File: config.mk
export PLATFORM = sky130hd
export DESIGN_NAME = apb_cmd_master
export DESIGN_NICKNAME = d
export VERILOG_FILES = /design/src/rtl/apb_pkg.sv /design/src/rtl/apb_rsp_fifo.sv /design/src/rtl/apb_cmd_master.sv
export SDC_FILE = /design/constraint.sdc
export NUM_CORES = 1
export LEC_CHECK = 0
export CAP_MARGIN = 30
export CORE_MARGIN = 4
export CORE_UTILIZATION = 40
export DETAILED_ROUTE_END_ITERATION = 10
export GPL_ROUTABILITY_DRIVEN = 0
export GPL_TIMING_DRIVEN = 0
export PLACE_DENSITY = 0.72
export SYNTH_ARGS = -nofsm -noshare
export SYNTH_HDL_FRONTEND = slang
export SYNTH_SLANG_ARGS = --single-unit
File: constraint.sdc
create_clock -name PCLK -period 3.3 [get_ports PCLK]
set_input_delay 0.495 -clock PCLK [delete_from_list [all_inputs] [get_ports PCLK]]
set_output_delay 0.495 -clock PCLK [all_outputs]
set_load 0.02 [all_outputs]
File: src/rtl/apb_pkg.sv
// Shared APB types: bus widths, master state encoding and response payload.
// Used by the command master and its response FIFO.
package apb_pkg;

    localparam int ADDR_WIDTH = 12;
    localparam int DATA_WIDTH = 32;
    localparam int STRB_WIDTH = DATA_WIDTH / 8;

    typedef logic [ADDR_WIDTH-1:0] addr_t;
    typedef logic [DATA_WIDTH-1:0] data_t;
    typedef logic [STRB_WIDTH-1:0] strb_t;

    typedef enum logic [1:0] {
        IDLE   = 2'd0,
        SETUP  = 2'd1,
        ACCESS = 2'd2
    } apb_state_t;

    typedef struct packed {
        data_t rdata;
        logic  slverr;
        logic  timeout;
    } apb_rsp_t;

endpackage

File: src/rtl/apb_rsp_fifo.sv
// First-word-fall-through response queue. Head reads as zero when empty;
// push and pop may coincide at any occupancy.
module apb_rsp_fifo
    import apb_pkg::*;
#(
    parameter int DEPTH = 2
) (
    input  logic                       clk,
    input  logic                       rst,
    input  logic                       push,
    input  apb_rsp_t                   push_data,
    input  logic                       pop,
    output apb_rsp_t                   head,
    output logic                       not_empty,
    output logic [$clog2(DEPTH+1)-1:0] count
);

    localparam int PW = (DEPTH > 1) ? $clog2(DEPTH) : 1;
    localparam int CW = $clog2(DEPTH + 1);

    apb_rsp_t      mem [DEPTH];
    logic [PW-1:0] rd_ptr;
    logic [PW-1:0] wr_ptr;

    function automatic logic [PW-1:0] ptr_next(input logic [PW-1:0] p);
        return (p == PW'(DEPTH - 1)) ? '0 : p + 1'b1;
    endfunction

    always_ff @(posedge clk) begin
        if (rst) begin
            rd_ptr <= '0;
            wr_ptr <= '0;
            count  <= '0;
        end else begin
            if (push) wr_ptr <= ptr_next(wr_ptr);
            if (pop)  rd_ptr <= ptr_next(rd_ptr);
            count <= count + CW'(push) - CW'(pop);
        end
    end

    // Storage carries no reset; the head is gated by occupancy instead.
    always_ff @(posedge clk) begin
        if (push) mem[wr_ptr] <= push_data;
    end

    assign not_empty = (count != '0);
    assign head      = not_empty ? mem[rd_ptr] : '0;

    a_no_overflow : assert property (@(posedge clk) disable iff (rst)
        !(push && !pop && count == CW'(DEPTH)));
    a_no_underflow : assert property (@(posedge clk) disable iff (rst)
        !(pop && count == '0));

endmodule

File: src/rtl/apb_cmd_master.sv
// Single-outstanding APB4 master: turns valid/ready commands into SETUP/ACCESS
// transfers, aborts stalled transfers after a PREADY timeout, queues responses.
module apb_cmd_master
    import apb_pkg::*;
#(
    parameter int TIMEOUT_CYCLES = 16,
    parameter int RSP_DEPTH      = 2
) (
    input  logic       PCLK,
    input  logic       PRESET,
    input  logic       cmd_valid,
    output logic       cmd_ready,
    input  addr_t      cmd_addr,
    input  logic       cmd_write,
    input  data_t      cmd_wdata,
    input  strb_t      cmd_strb,
    output logic       rsp_valid,
    input  logic       rsp_ready,
    output data_t      rsp_rdata,
    output logic       rsp_slverr,
    output logic       rsp_timeout,
    output addr_t      PADDR,
    output logic       PSEL,
    output logic       PENABLE,
    output logic       PWRITE,
    output data_t      PWDATA,
    output strb_t      PSTRB,
    input  data_t      PRDATA,
    input  logic       PREADY,
    input  logic       PSLVERR,
    output apb_state_t dbg_state
);

    localparam int TW = (TIMEOUT_CYCLES > 1) ? $clog2(TIMEOUT_CYCLES) : 1;
    localparam logic [TW-1:0] TO_LAST = (TIMEOUT_CYCLES > 0) ? TW'(TIMEOUT_CYCLES - 1) : '0;
    localparam int CW = $clog2(RSP_DEPTH + 1);

    apb_state_t    state;
    logic [TW-1:0] to_cnt;
    logic          timeout_hit;
    logic          done;
    logic          pop;
    logic          accept;
    int            free_slots;
    apb_rsp_t      push_data;
    apb_rsp_t      rsp_head;
    logic          rsp_not_empty;
    logic [CW-1:0] rsp_count;

    // Handshakes (cmd and rsp): a beat transfers on a rising edge where valid
    // and ready are both high; valid never waits on ready, ready may depend on
    // the consumer side (rsp_ready frees a slot in the same cycle).
    always_comb begin
        timeout_hit = (TIMEOUT_CYCLES != 0) && (state == ACCESS) && (to_cnt == TO_LAST) && !PREADY;
        done        = (state == ACCESS) && (PREADY || timeout_hit);
        pop         = rsp_not_empty && rsp_ready;
        free_slots  = RSP_DEPTH - int'(rsp_count) + int'(pop) - int'(done);
        cmd_ready   = ((state == IDLE) || (done && !timeout_hit)) && (free_slots >= 1);
        accept      = cmd_valid && cmd_ready;

        push_data.rdata   = (PWRITE || timeout_hit) ? '0 : PRDATA;
        push_data.slverr  = PSLVERR || timeout_hit;
        push_data.timeout = timeout_hit;
    end

    always_ff @(posedge PCLK) begin
        if (PRESET) begin
            state   <= IDLE;
            PSEL    <= 1'b0;
            PENABLE <= 1'b0;
            PWRITE  <= 1'b0;
            PADDR   <= '0;
            PWDATA  <= '0;
            PSTRB   <= '0;
            to_cnt  <= '0;
        end else begin
            case (state)
                SETUP: begin
                    state   <= ACCESS;
                    PENABLE <= 1'b1;
                    to_cnt  <= '0;
                end
                ACCESS: begin
                    if (done) begin
                        state   <= IDLE;
                        PSEL    <= 1'b0;
                        PENABLE <= 1'b0;
                    end else begin
                        to_cnt <= to_cnt + 1'b1;
                    end
                end
                default: ;
            endcase
            // Acceptance (from IDLE or a clean completion) overrides the
            // return to IDLE so PSEL stays high for back-to-back transfers.
            if (accept) begin
                state   <= SETUP;
                PSEL    <= 1'b1;
                PENABLE <= 1'b0;
                PADDR   <= cmd_addr;
                PWRITE  <= cmd_write;
                PWDATA  <= cmd_wdata;
                PSTRB   <= cmd_write ? cmd_strb : '0;
            end
        end
    end

    apb_rsp_fifo #(.DEPTH(RSP_DEPTH)) u_rsp_fifo (
        .clk       (PCLK),
        .rst       (PRESET),
        .push      (done),
        .push_data (push_data),
        .pop       (pop),
        .head      (rsp_head),
        .not_empty (rsp_not_empty),
        .count     (rsp_count)
    );

    assign rsp_valid   = rsp_not_empty;
    assign rsp_rdata   = rsp_head.rdata;
    assign rsp_slverr  = rsp_head.slverr;
    assign rsp_timeout = rsp_head.timeout;
    assign dbg_state   = state;

endmodule
### Yosys cells after proc, flatten, opt, wreduce, memory -nomap -nowiden

Memory sizes are Yosys's and may differ from the RTL's. A register that Yosys moved wholly into a read port is not among the register bits.
Cells that the tools add are included.

* add/sub/neg operators: 8
* multiply operators: 0
* div/mod/pow operators: 0
* magnitude comparators: 1
* equality and inequality tests: 6
* shifts and indexed selects: 0
* muxes and demuxes: 18
* bitwise logic cells: 0
* reduce and logical (&&, ||, !) cells: 24

Operators with widths (count)
* $mux W34: 1
* $mux W32: 1
* $mux W1: 10
* $mux W4: 2
* $pmux W4 S2: 1
* $reduce_and A2 Y1: 4
* $reduce_bool A2 Y1: 4
* $logic_and A1 B1 Y1: 7
* $ge A5 B2 Y1 const B: 1
* $sub A4 B2 Y5: 1
* $add A3 B2 Y4: 1
* $add A4 B1 Y4 const B: 1
* $eq A4 B4 Y1 const B: 1
* $logic_or A1 B1 Y1: 4
* $pmux W2 S2: 1
* $ne A3 B2 Y1 const B: 1
* $reduce_bool A3 Y1: 1
* $sub A2 B2 Y3 const A: 1
* $add A1 B1 Y1 const B: 2
* $add A2 B1 Y2: 1
* $eq A2 B1 Y1 const B: 1
* $eq A2 B2 Y1 const B: 1
* $logic_not A1 Y1: 2
* $logic_not A2 Y1: 1
* 6 further kinds: 6

* flip-flop bits (word level): 61
* latch bits: 0
* bits in writable memories: 68
* bits in read-only memories: 0
* input port bits: 87
* output and inout bits: 89
* word-level logic and storage cells: 70
* memories: 1

Memory list
* u_rsp_fifo.mem: words 2, bits a word 34, rd ports 1, clocked after Yosys merged registers in 1, wr ports 1, line apb_rsp_fifo.sv:21 `apb_rsp_t mem [DEPTH];`

### Longest topological paths before layout

Gate-level depths: netlist of run 1.

* depth in word-level cells: 11
* depth in mapped cells: 15
* mapped depth without buffers: 13

### Modules after synthesis

A second synthesis of run 1 with hierarchy kept.

* cells, all modules: 502
* area total of the unflattened synthesis: 5645.4 um^2

By module, submodules not included
* apb_cmd_master: times used 1, cells an instance 338, area each 2840.2 um^2, sequential area each 1121.1 um^2
* apb_rsp_fifo: times used 1, cells an instance 164, area each 2805.2 um^2, sequential area each 2142.1 um^2

### Worst setup path before layout of run 1

Ideal clock, no wire load.

* path kind: register to output
* from: register to_cnt[0]
* to: output port cmd_ready
* data arrival time: 3084 ps
* path slack: -279 ps
* stages on the path, launching flop included: 14
* buffers on the path: 1
* path through: dfxtp_1 > ha_1 > a31oi_1 > or2_2 > inv_1 > ha_1 > inv_1 > ha_1 > fa_1 > ha_1 > or3_1 > a21oi_2 > buf_2 > nor2_1

* cells in the longest elaborated chain, start to end: 8
* elaborated cells on any way between the ends: 11
* those cells by class: 1 x add/sub; 1 x order compare; 1 x eq/ne; 8 x reduce/logical

RTL lines
* from (decl): line apb_cmd_master.sv:39 `logic [TW-1:0] to_cnt;`
* from (signal assigned): line apb_cmd_master.sv:89 `to_cnt <= to_cnt + 1'b1;`
* $eq A4 B4 Y1 (*): line apb_cmd_master.sv:54 `timeout_hit = (TIMEOUT_CYCLES != 0) && (state == ACCESS) && (to_cnt == TO_LAST) && !PREADY;`
* $logic_and A1 B1 Y1 (*) (2 in series): line apb_cmd_master.sv:54
* $logic_or A1 B1 Y1 (*): line apb_cmd_master.sv:55 `done = (state == ACCESS) && (PREADY || timeout_hit);`
* $logic_and A1 B1 Y1 (*): line apb_cmd_master.sv:55
* net done: line apb_cmd_master.sv:41 `logic done;`
* $sub A4 B2 Y5 / $logic_and A1 B1 Y1 (equally long branches): line apb_cmd_master.sv:57, apb_cmd_master.sv:58
* $ge A5 B2 Y1 / $logic_or A1 B1 Y1 (equally long branches): line apb_cmd_master.sv:58 `cmd_ready = ((state == IDLE) || (done && !timeout_hit)) && (free_slots >= 1);`
* $logic_and A1 B1 Y1 (*): line apb_cmd_master.sv:58
* to (decl): line apb_cmd_master.sv:12 `output logic cmd_ready,`

The timed path passes the listed nets; every way through them passes the cells marked *.

### Worst setup path after layout of run 1

Same ends and word-level chain as after synthesis.

==> flow_summary.yaml, run 1 <==
cells_and_area:
  diodes: 0
  num-nets-final: 803
  drive_gt1_share_pct: 11.4
  syn2layout_area_growth_pct: 48.9
  instances_no_fill: 895
clock_network:
  cts_buffer_depth: 2
  cts_sinks: 129
  cts-root-buf: "clkbuf_16"
  cts_buffers: 17
  h-tree-depth: 4
  insertion_delay_ns: 0.41
  clk_pin_slew_worst_paths_ns: 0.06
  cts_tree: "built"
worst_setup_path:
  regToRegSetupSlack_ns: 0.13
  critPathRequiredTime_ns: 2.80
  path_cells: "ha_4, a31oi_4, or2_4, inv_4, ha_4, inv_2, ha_4, fa_2, ha_4, or3_4, a21oi_4, buf_6, nor2_4, buf_6"
  crit_top_cell: "ha_4"
  worstPathMaxFanout: 2
  cp_slowest_stage_delay_ns: 0.38
  cp_slowest_cell: "or3_4"
  endpoint_kind: "output pin"
  cp.arrival_ns: 3.08
  start_kind: "flip-flop"
  crit_type: "reg2out"
power:
  ir_worst_vdd_mv: 0.498
  powerDensity_nw_per_um2: 949
  p_leak_nw: 2.88
synthesis:
  synth_top_cells_by_area: "edfxtp_1 37%, dfxtp_1 22%, o31ai_1 6.6%"
  yosys_warnings: 0
  synth_async_sr_flop_share_pct: 0
  syn_area_per_cell_um2: 11.1
  yosys.cell_count.top_type: "edfxtp_1"
  synth_ff_type: "edfxtp_1"
  ys_top_cells_by_count: "68 x edfxtp_1, 61 x dfxtp_1, 53 x a21oi_1"
  postSynthCellCount: 504
  synth_top_area_share_pct: 36.6
  ys_seq_area_share_pct: 58.4
  synth_area_um2: 5580
  synth.ff_latch_count: 129
  yosys.cell_types.count: 37
  synth_enable_flop_cells: 68
  syn-num-nets: 601
  synth.largest_area_cell: "edfxtp_1"
global_routing:
  grt_pass1_wl_um: 25400
  grt_max_degree: 35
  grt_pass1_vias: 4988
  grt-ovfl-total: 0
  grt_use_total_pct: 19.8
  antenna_found_initial: 0
timing:
  min_period_ns: 3.57
  whs_ns: 0.466
  period_share_pct: 108
  setup-violations-final: 1
  worstMarginPinSlew_ns: 0.851
  max_freq_mhz: 280
  hold_viol: 0
  rsz0062_at_grt: "true"
  fin_ws_ns: -0.273
  slew_headroom_pct: 43.3
  slew_viol_final: 0
  clock_skew_ns: 0.00685
floorplan:
  design.core.area_um2: 13500
  boundaryPins: 176
  dieArea_um2: 15900
  die_width_um: 126
  die_h_um: 126
  fp-row-count: 42
  start_util_pct: 41.5
min_path:
  min_path_type: "reg2reg"
place:
  pre_cts_ws_ns: -1.36
  hpwl_um: 11100
  port-buffer-count: 174
  dpl.cell_count: 855
detailed_routing:
  post_drt_via_cell_ratio: 5.33
  drtAntennaViolNets: 0
  firstDrtPassIters: 5
  drt_wl_total_um: 15800
  drt-wirelength-per-cell_um: 17.6
  vias: 4769
  drt-initial-drc-count: 325
  drc: 0
outcome:
  violations: "negative setup slack"
  status: "complete, but fails checks"
job:
  drv_cap: 0
power by group:
part	switching (mW)	internal [mW]
logic	2.37	1.63
clock network	0.724	0.964
registers	0.164	2.03
worst max-delay path: cells and delay by family, from the launching register on:
| family | cells | cell delay, ns |
|---|---|---|
| AOI/OAI and AO/OA | 2 | 0.27 |
| adders and majority gates | 5 | 1.15 |
| buffers and inverters | 4 | 0.32 |
| DFF | 1 | 0.35 |
| and+or+nand+nor | 3 | 0.57 |
flip-flops by register name, summed over array words and instances, names as in the netlist, 2 cells and up, named ones only:
name	flops
to_cnt	4
u_rsp_fifo.count	2
u_rsp_fifo.mem	68
PWDATA	32
PSTRB	4
PADDR	12
per-layer routing:
metal / up-vias / GRT usage [%] / wire (um)
met3: 15 / 7.79 / 1360
met2: 177 / 32.4 / 7570
met5: - / 0 / 0
met1: 2295 / 24.4 / 6650
li1: 2282 / - / -
met4: 0 / 5.43 / 198
timing repair:
action / CTS / global route
pin swaps: 7 / 6
resized for setup: 27 / 12
endpoints found under the setup margin: 52 / 46
hold buffers: 0 / 0
buffers inserted: 8 / 2
cell usage in the layout, fill, tap and decap left out, drive strengths merged, types with 3 or more instances in the layout:
| cell | instances |
|---|---|
| edfxtp | 68 |
| nor3 | 3 |
| clkbuf | 50 |
| dfxtp | 61 |
| ha | 8 |
| nor2 | 44 |
| clkdlybuf4s50 | 172 |
| nand3 | 3 |
| a21oi | 54 |
| mux2i | 35 |
| xnor2 | 4 |
| and2 | 33 |
| buf | 28 |
| nand2 | 11 |
| o31ai | 49 |
| nor2b | 5 |
| inv | 12 |
| clkinvlp | 6 |
| or4 | 4 |
| nand4 | 45 |
| clkinv | 6 |
path summary, 6_finish.rpt:
kind / startpoint / end / cells past startpoint
worst max-delay path: to_cnt[0]$_SDFFE_PP0P_ / cmd_ready / 14
worst min-delay path: PSEL$_SDFFE_PP0P_ / PSEL$_SDFFE_PP0P_ / 2
worst max register to register: to_cnt[1]$_SDFFE_PP0P_ / PWDATA[8]$_SDFFE_PP0P_ / 15
worst min register to register: PSEL$_SDFFE_PP0P_ / PSEL$_SDFFE_PP0P_ / 2
per-stage QoR:
step | util, % | instance area (um^2) | total power, mW | TNS [ns]
after floorplan | - | 5620 | 4.51 | 0
after global placement | 56.3 | 7580 | 5.94 | -60.02
after detailed placement | 56.6 | 7610 | 6.04 | -37.43
after CTS | 61.6 | 8290 | 7.91 | -0.395
after global routing | 61.8 | 8320 | 8.35 | -0.397
final | 61.8 | 8320 | 7.89 | -0.273
kinds of logic after synthesis:
family,after synthesis,share of synthesized area (%)
xor+xnor,4,0.627
mux,35,6.27
buf+inv,60,4.46
flops,129,58.4
simple gates,157,15.4
fa+ha+maj,10,2.51
compound gates,109,12.3
final cells by class:
class | count | area, um^2
fillers | 1128 | 5140
flip-flops and latches | 129 | 3270
multi-input cells | 315 | 2190
repair buffers | 185 | 1840
clock buffers | 17 | 425
plain buffers | 49 | 226
well taps | 176 | 220
clock inverters | 15 | 111
inverters | 9 | 36.3
Note: power is estimated with default switching activity, not from simulation.
==> run 2, diff against run 1 <==
--- a/config.mk
+++ b/config.mk
@@ -5,13 +5,14 @@
 export SDC_FILE = /design/constraint.sdc
 export NUM_CORES = 1
 export LEC_CHECK = 0
+export ABC_AREA = 1
 export CAP_MARGIN = 30
 export CORE_MARGIN = 4
-export CORE_UTILIZATION = 40
+export CORE_UTILIZATION = 42
 export DETAILED_ROUTE_END_ITERATION = 10
 export GPL_ROUTABILITY_DRIVEN = 0
 export GPL_TIMING_DRIVEN = 0
-export PLACE_DENSITY = 0.72
+export PLACE_DENSITY = 0.75
 export SYNTH_ARGS = -nofsm -noshare
 export SYNTH_HDL_FRONTEND = slang
 export SYNTH_SLANG_ARGS = --single-unit
==> run 2 against run 1 <==
Compared with the run above:
- the flow now finishes without violations
- worst setup slack better by 0.32 ns
- via count down 2.7%
- count of clock-buffer cells in the layout up 1
- sequential share of layout area down 0.81 points
- clock power up 24%
- synthesized area up 0.11%
- hold slack worse by 0.0069 ns
- combinational power down 17%
- final area up 2.1%
- first-iteration DRC count down 30%
==> flow_summary.yaml, run 2 <==
outcome:
  status: "finished, final reports clean"
job:
  drv_cap: 0
timing:
  slew_headroom_pct: 62.8
  slew_viol_final: 0
  clock_skew_ns: 0.00752
  rsz0062_at_grt: "true"
  max_freq_mhz: 308
  whs_ns: 0.459
  min_period_ns: 3.25
  fin_ws_ns: 0.0503
  setup-violations-final: 0
  period_share_pct: 98.5
  worstMarginPinSlew_ns: 0.557
  hold_viol: 0
worst_setup_path:
  worstPathMaxFanout: 4
  start_kind: "flip-flop"
  crit_type: "reg2out"
  endpoint_kind: "output pin"
  cp.arrival_ns: 2.75
  critPathRequiredTime_ns: 2.80
cells_and_area:
  instances_no_fill: 1046
  regArea_um2: 3270
  largest_reg_flops: 68
  largest_register: "u_rsp_fifo.mem"
  diodes: 0
  drive_gt1_share_pct: 11.2
  fillers: 1024
  syn2layout_area_growth_pct: 51.9
  reg.largest.list: "u_rsp_fifo.mem (68), PWDATA (32), PADDR (12)"
  final_common_cell: "nor2_1"
  num-nets-final: 958
  multi_input_area_um2: 1850
  mostFrequentLayoutCells: "186 x nor2_1, 174 x clkdlybuf4s50_1, 110 x nand2_1"
synthesis:
  yosys_warnings: 0
  synth_ff_type: "edfxtp_1"
  synth_async_sr_flop_share_pct: 0
  synth.ff_latch_count: 129
  ys_top_cells_by_count: "188 x nor2_1, 114 x nand2_1, 97 x inv_1"
  synth_enable_flop_cells: 68
  ys_seq_area_share_pct: 58.4
  yosys.cell_types.count: 27
  synth_top_cells_by_area: "edfxtp_1 37%, dfxtp_1 22%, nor2_1 13%"
  yosys.cell_count.top_type: "nor2_1"
  synth.largest_area_cell: "edfxtp_1"
  synth_area_um2: 5590
  postSynthCellCount: 655
  synth_top_area_share_pct: 36.5
  syn-num-nets: 752
  syn_area_per_cell_um2: 8.53
floorplan:
  boundaryPins: 176
  fp-row-count: 41
  dieArea_um2: 15200
  die_width_um: 123
  die_h_um: 123
  start_util_pct: 43.6
  design.core.area_um2: 12800
detailed_routing:
  drt-wirelength-per-cell_um: 13.4
  post_drt_via_cell_ratio: 4.44
  drt_wl_total_um: 14000
  drc: 0
  firstDrtPassIters: 4
  drtAntennaViolNets: 0
  vias: 4642
  drt-initial-drc-count: 228
global_routing:
  grt_use_total_pct: 18.5
  antenna_found_initial: 0
  grt_max_degree: 21
  grt-ovfl-total: 0
  grt_pass1_wl_um: 21500
  grt_pass1_vias: 4477
power:
  p_leak_nw: 3.65
  powerDensity_nw_per_um2: 896
  ir_worst_vdd_mv: 0.588
min_path:
  min_path_type: "reg2reg"
place:
  hpwl_um: 9990
  pre_cts_ws_ns: -1.00
  port-buffer-count: 175
  dpl.cell_count: 1004
clock_network:
  cts_hold_buf: 0
  cts_buffer_depth: 2
  cts_sinks: 129
  h-tree-depth: 4
  cts-root-buf: "clkbuf_16"
  cts_tree: "built"
  cts_buffers: 17
  insertion_delay_ns: 0.41
  clk_pin_slew_worst_paths_ns: 0.05
-- run 2: changes by cell type after synthesis, sizes merged, moves of 35 or more --
| cell | before | now |
|---|---|---|
| nor2 | 44 | 200 |
| nand2 | 11 | 114 |
| inv | 8 | 100 |
| o31ai | 49 | 0 |
| a21oi | 54 | 14 |
| nand4 | 45 | 6 |
| o21ai | 0 | 37 |
| mux2i | 35 | 0 |
-- run 2: power by group --
group	switching (mW)	total (mW)	internal (mW)
Clock	0.683	2.10	1.42
Combinational	1.89	3.34	1.45
Sequential	0.148	2.17	2.03
Total	2.72	7.61	4.89
-- run 2: cell families (layout without fill, tap and decap cells) --
family | Yosys count | in the layout | synth area share (%)
AO/OA/AOI/OAI | 51 | 51 | 4.77
flip-flops | 129 | 129 | 58.4
XOR/XNOR | 3 | 3 | 0.470
AND/OR/NAND/NOR | 331 | 331 | 23.4
buffers and inverters | 131 | 350 | 10.5
adder cells (fa/ha/maj) | 10 | 10 | 2.51
-- run 2: what timing repair did --
| action | 4_1_cts | 5_1_grt |
|---|---|---|
| cloned | 0 | 1 |
| gates resized for setup | 21 | 14 |
| pin swaps | 3 | 3 |
| buffers inserted | 6 | 3 |
| endpoints found under the setup margin | 52 | 34 |
-- run 2: area by class of cell --
cell class / count / area share, %
inverters: 101 / 4.47
plain buffers: 30 / 2.51
clock buffers: 18 / 5.06
repair buffers: 187 / 22.4
well taps: 172 / 2.53
multi-input cells: 395 / 21.7
clock inverters: 14 / 2.77
flip-flops and latches: 129 / 38.5
-- run 2: worst paths after layout --
check / start / to / slack, ns / depth (start not counted)
max reg2reg: to_cnt[0]$_SDFFE_PP0P_ / PWDATA[24]$_SDFFE_PP0P_ / 0.13 / 20
min: PSTRB[2]$_SDFFE_PP0P_ / PSTRB[2]$_SDFFE_PP0P_ / 0.46 / 2
max: to_cnt[0]$_SDFFE_PP0P_ / cmd_ready / 0.05 / 14
min reg2reg: PSTRB[2]$_SDFFE_PP0P_ / PSTRB[2]$_SDFFE_PP0P_ / 0.46 / 2
-- run 2: worst max-delay path, stage by stage, from the launching register on --
cell and delay, ns:
dfxtp_4 0.36, ha_4 0.17, nand3_4 0.09, nand2_4 0.06
nand2_4 0.07, inv_2 0.05, ha_1 0.26, inv_1 0.04
ha_2 0.18, fa_2 0.38, ha_4 0.23, nor3_4 0.12
nand2_2 0.09, and2_4 0.14, buf_6 0.12
-- run 2: through the flow --
| stage | instance area [um^2] | util [%] | TNS, ns | power (mW) |
|---|---|---|---|---|
| 2_1_floorplan | 5590 | - | 0 | 4.05 |
| 3_3_place_gp | 7560 | 58.9 | -68.06 | 5.28 |
| 3_5_place_dp | 7630 | 59.5 | -25.07 | 5.33 |
| 4_1_cts | 8390 | 65.4 | 0 | 7.54 |
| 5_1_grt | 8490 | 66.2 | -0.0557 | 8.09 |
| 6_report | 8490 | 66.2 | 0 | 7.61 |
-- run 2: metal layers --
metal / part of all wire [%] / wire [um] / vias to the layer above / track usage (%)
met3: 13 / 1860 / 12 / 10.4
met4: 0.88 / 123 / 0 / 6.51
met2: 46 / 6530 / 167 / 30.5
met5: 0 / 0 / - / 0
li1: - / - / 2422 / -
met1: 39 / 5540 / 2041 / 20.0
==> run 3, diff against run 2 <==
--- a/config.mk
+++ b/config.mk
@@ -7,6 +7,7 @@
 export LEC_CHECK = 0
 export ABC_AREA = 1
 export CAP_MARGIN = 30
+export CORE_ASPECT_RATIO = 0.9
 export CORE_MARGIN = 4
 export CORE_UTILIZATION = 42
 export DETAILED_ROUTE_END_ITERATION = 10
==> run 3 against run 2 <==
Compared with the run above:
- via count up 2.0%
- fmax shrank 1.5%
- critical path depth did not move
- sequential share of layout area about the same
- worst setup slack worse by 0.048 ns
- non-clock buffer count rose by 2
==> flow_summary.yaml, run 3 (synthesis gave the netlist of run 2 again) <==
outcome:
  status: "finished, final reports clean"
power:
  switchingPower_mw: 2.75
  sw_frac_of_total_pct: 36.2
  power_frac_clock_pct: 27.9
  power_frac_comb_pct: 43.4
  p_seq_share_pct: 28.7
  powerDensity_nw_per_um2: 895
  p_leak_nw: 3.65
  intPower_mw: 4.84
  p_total_mw: 7.59
  ir_worst_vdd_mv: 0.498
timing:
  setup-violations-final: 0
  slew_headroom_pct: 59.6
  max_freq_mhz: 303
  clock_skew_ns: 0.0108
  hold_viol: 0
  min_period_ns: 3.30
  final.setup.tns_ns: 0
  fin_ws_ns: 0.00211
  rsz0062_at_grt: "true"
  slew_viol_final: 0
  worstMarginPinSlew_ns: 0.604
  period_share_pct: 99.9
cells_and_area:
  largest_reg_flops: 68
  mostFrequentLayoutCells: "186 x nor2_1, 174 x clkdlybuf4s50_1, 111 x nand2_1"
  num-nets-final: 960
  reg.largest.list: "u_rsp_fifo.mem (68), PWDATA (32), PADDR (12)"
  final_common_cell: "nor2_1"
  syn2layout_area_growth_pct: 51.6
  largest_register: "u_rsp_fifo.mem"
  instances_no_fill: 1040
  fillers: 1020
  drive_gt1_share_pct: 11.3
  diodes: 0
  regArea_um2: 3270
  multi_input_area_um2: 1850
clock_network:
  clk_pin_slew_worst_paths_ns: 0.05
  h-tree-depth: 4
  cts-root-buf: "clkbuf_16"
  insertion_delay_ns: 0.42
  cts_tree: "built"
  cts_buffers: 17
  cts_buffer_depth: 2
  cts_sinks: 129
detailed_routing:
  drc: 0
  vias: 4735
  drt-wirelength-per-cell_um: 13.9
  firstDrtPassIters: 5
  drtAntennaViolNets: 0
  drt-initial-drc-count: 323
  drt_wl_total_um: 14400
  post_drt_via_cell_ratio: 4.55
worst_setup_path:
  critPathRequiredTime_ns: 2.80
  cp_slowest_cell: "fa_2"
  cp.arrival_ns: 2.80
  worstPathMaxFanout: 3
  endpoint_kind: "output pin"
  crit_type: "reg2out"
  cp_slowest_stage_delay_ns: 0.37
  start_kind: "flip-flop"
  crit_top_cell: "ha_4"
  path_cells: "ha_4, nand3_4, nand2_4, nand2_4, inv_4, ha_4, inv_2, ha_4, fa_2, ha_4, nor3_4, nand2_2, and2_4, buf_6"
  critPathBufInv: 3
  regToRegSetupSlack_ns: 0.30
  cpLargestDelayFamily: "adder cells"
place:
  pre_cts_ws_ns: -1.09
  port-buffer-count: 175
  hpwl_um: 9650
  dpl.cell_count: 996
global_routing:
  grt_max_degree: 21
  grt_use_total_pct: 18.8
  grt_pass1_wl_um: 22300
  grt_pass1_vias: 4471
  antenna_found_initial: 0
  grt-ovfl-total: 0
floorplan:
  die_h_um: 117
  die_width_um: 130
  design.core.area_um2: 12900
  boundaryPins: 176
  fp-row-count: 39
  start_util_pct: 43.4
  dieArea_um2: 15200
job:
  drv_cap: 0
min_path:
  min_path_type: "reg2reg"
==> run 3: cell types whose count changed in the layout (fill, tap and decap cells not counted), sizes merged <==
cell,change
buf,+4
clkbuf,-2
clkinv,+2
clkinvlp,-3
inv,+1
==> run 3: path summary, 6_finish.rpt <==
check                    startpoint               endpoint  depth (start not counted)
min           PSTRB[2]$_SDFFE_PP0P_  PSTRB[2]$_SDFFE_PP0P_                          2
max          to_cnt[0]$_SDFFE_PP0P_              cmd_ready                         14
min reg2reg   PSTRB[2]$_SDFFE_PP0P_  PSTRB[2]$_SDFFE_PP0P_                          2
max reg2reg  to_cnt[0]$_SDFFE_PP0P_    PWRITE$_SDFFE_PP0P_                         18
==> run 3: layout make-up <==
type,count,share of cell area [%]
sequential,129,38.6
tap,164,2.42
timing repair buffer,189,22.4
buffer,30,2.44
clock buffer,18,5.06
clock inverter,14,2.76
multi-input combinational,395,21.9
inverter,101,4.50
==> run 3: power by group through the flow <==
stage	Combinational [mW]	Sequential (mW)	Clock, mW
final	3.29	2.18	2.12
after detailed placement	3.11	2.20	0
after floorplan	1.61	2.44	0
after global routing	3.61	2.21	2.24
after global placement	3.06	2.20	0
after CTS	3.24	2.17	2.15
==> run 3: worst reg2reg max path: cells and delay by family, from the launching register on <==
family                     cells  cell delay [ns]
buffers and inverters          5             0.58
adders and majority gates      5             1.20
and+or+nand+nor                7             0.66
AOI/OAI and AO/OA              1             0.14
DFF                            1             0.35
==> run 3: metal layers <==
layer	vias up	track usage, %	routed length (um)
met3	32	6.53	1070
li1	2427	-	-
met4	0	8.25	478
met2	139	30.3	7160
met5	-	0	0
met1	2137	22.6	5720
==> run 3: stage by stage <==
stage | utilization (%) | hold WS [ns] | instance area, um^2
finish | 65.8 | 0.463 | 8480
floorplan | - | 0.460 | 5590
global placement | 58.6 | 0.450 | 7550
global route | 65.8 | 0.495 | 8480
CTS | 65.3 | 0.462 | 8410
detailed placement | 59.1 | 0.453 | 7620
==> run 3: timing repair <==
| action | 4_1_cts | 5_1_grt |
|---|---|---|
| resized for setup | 27 | 7 |
| endpoints found under the setup margin | 52 | 3 |
| setup buffers | 7 | 5 |
| pin swaps | 5 | 7 |
| hold buffers | 0 | 0 |
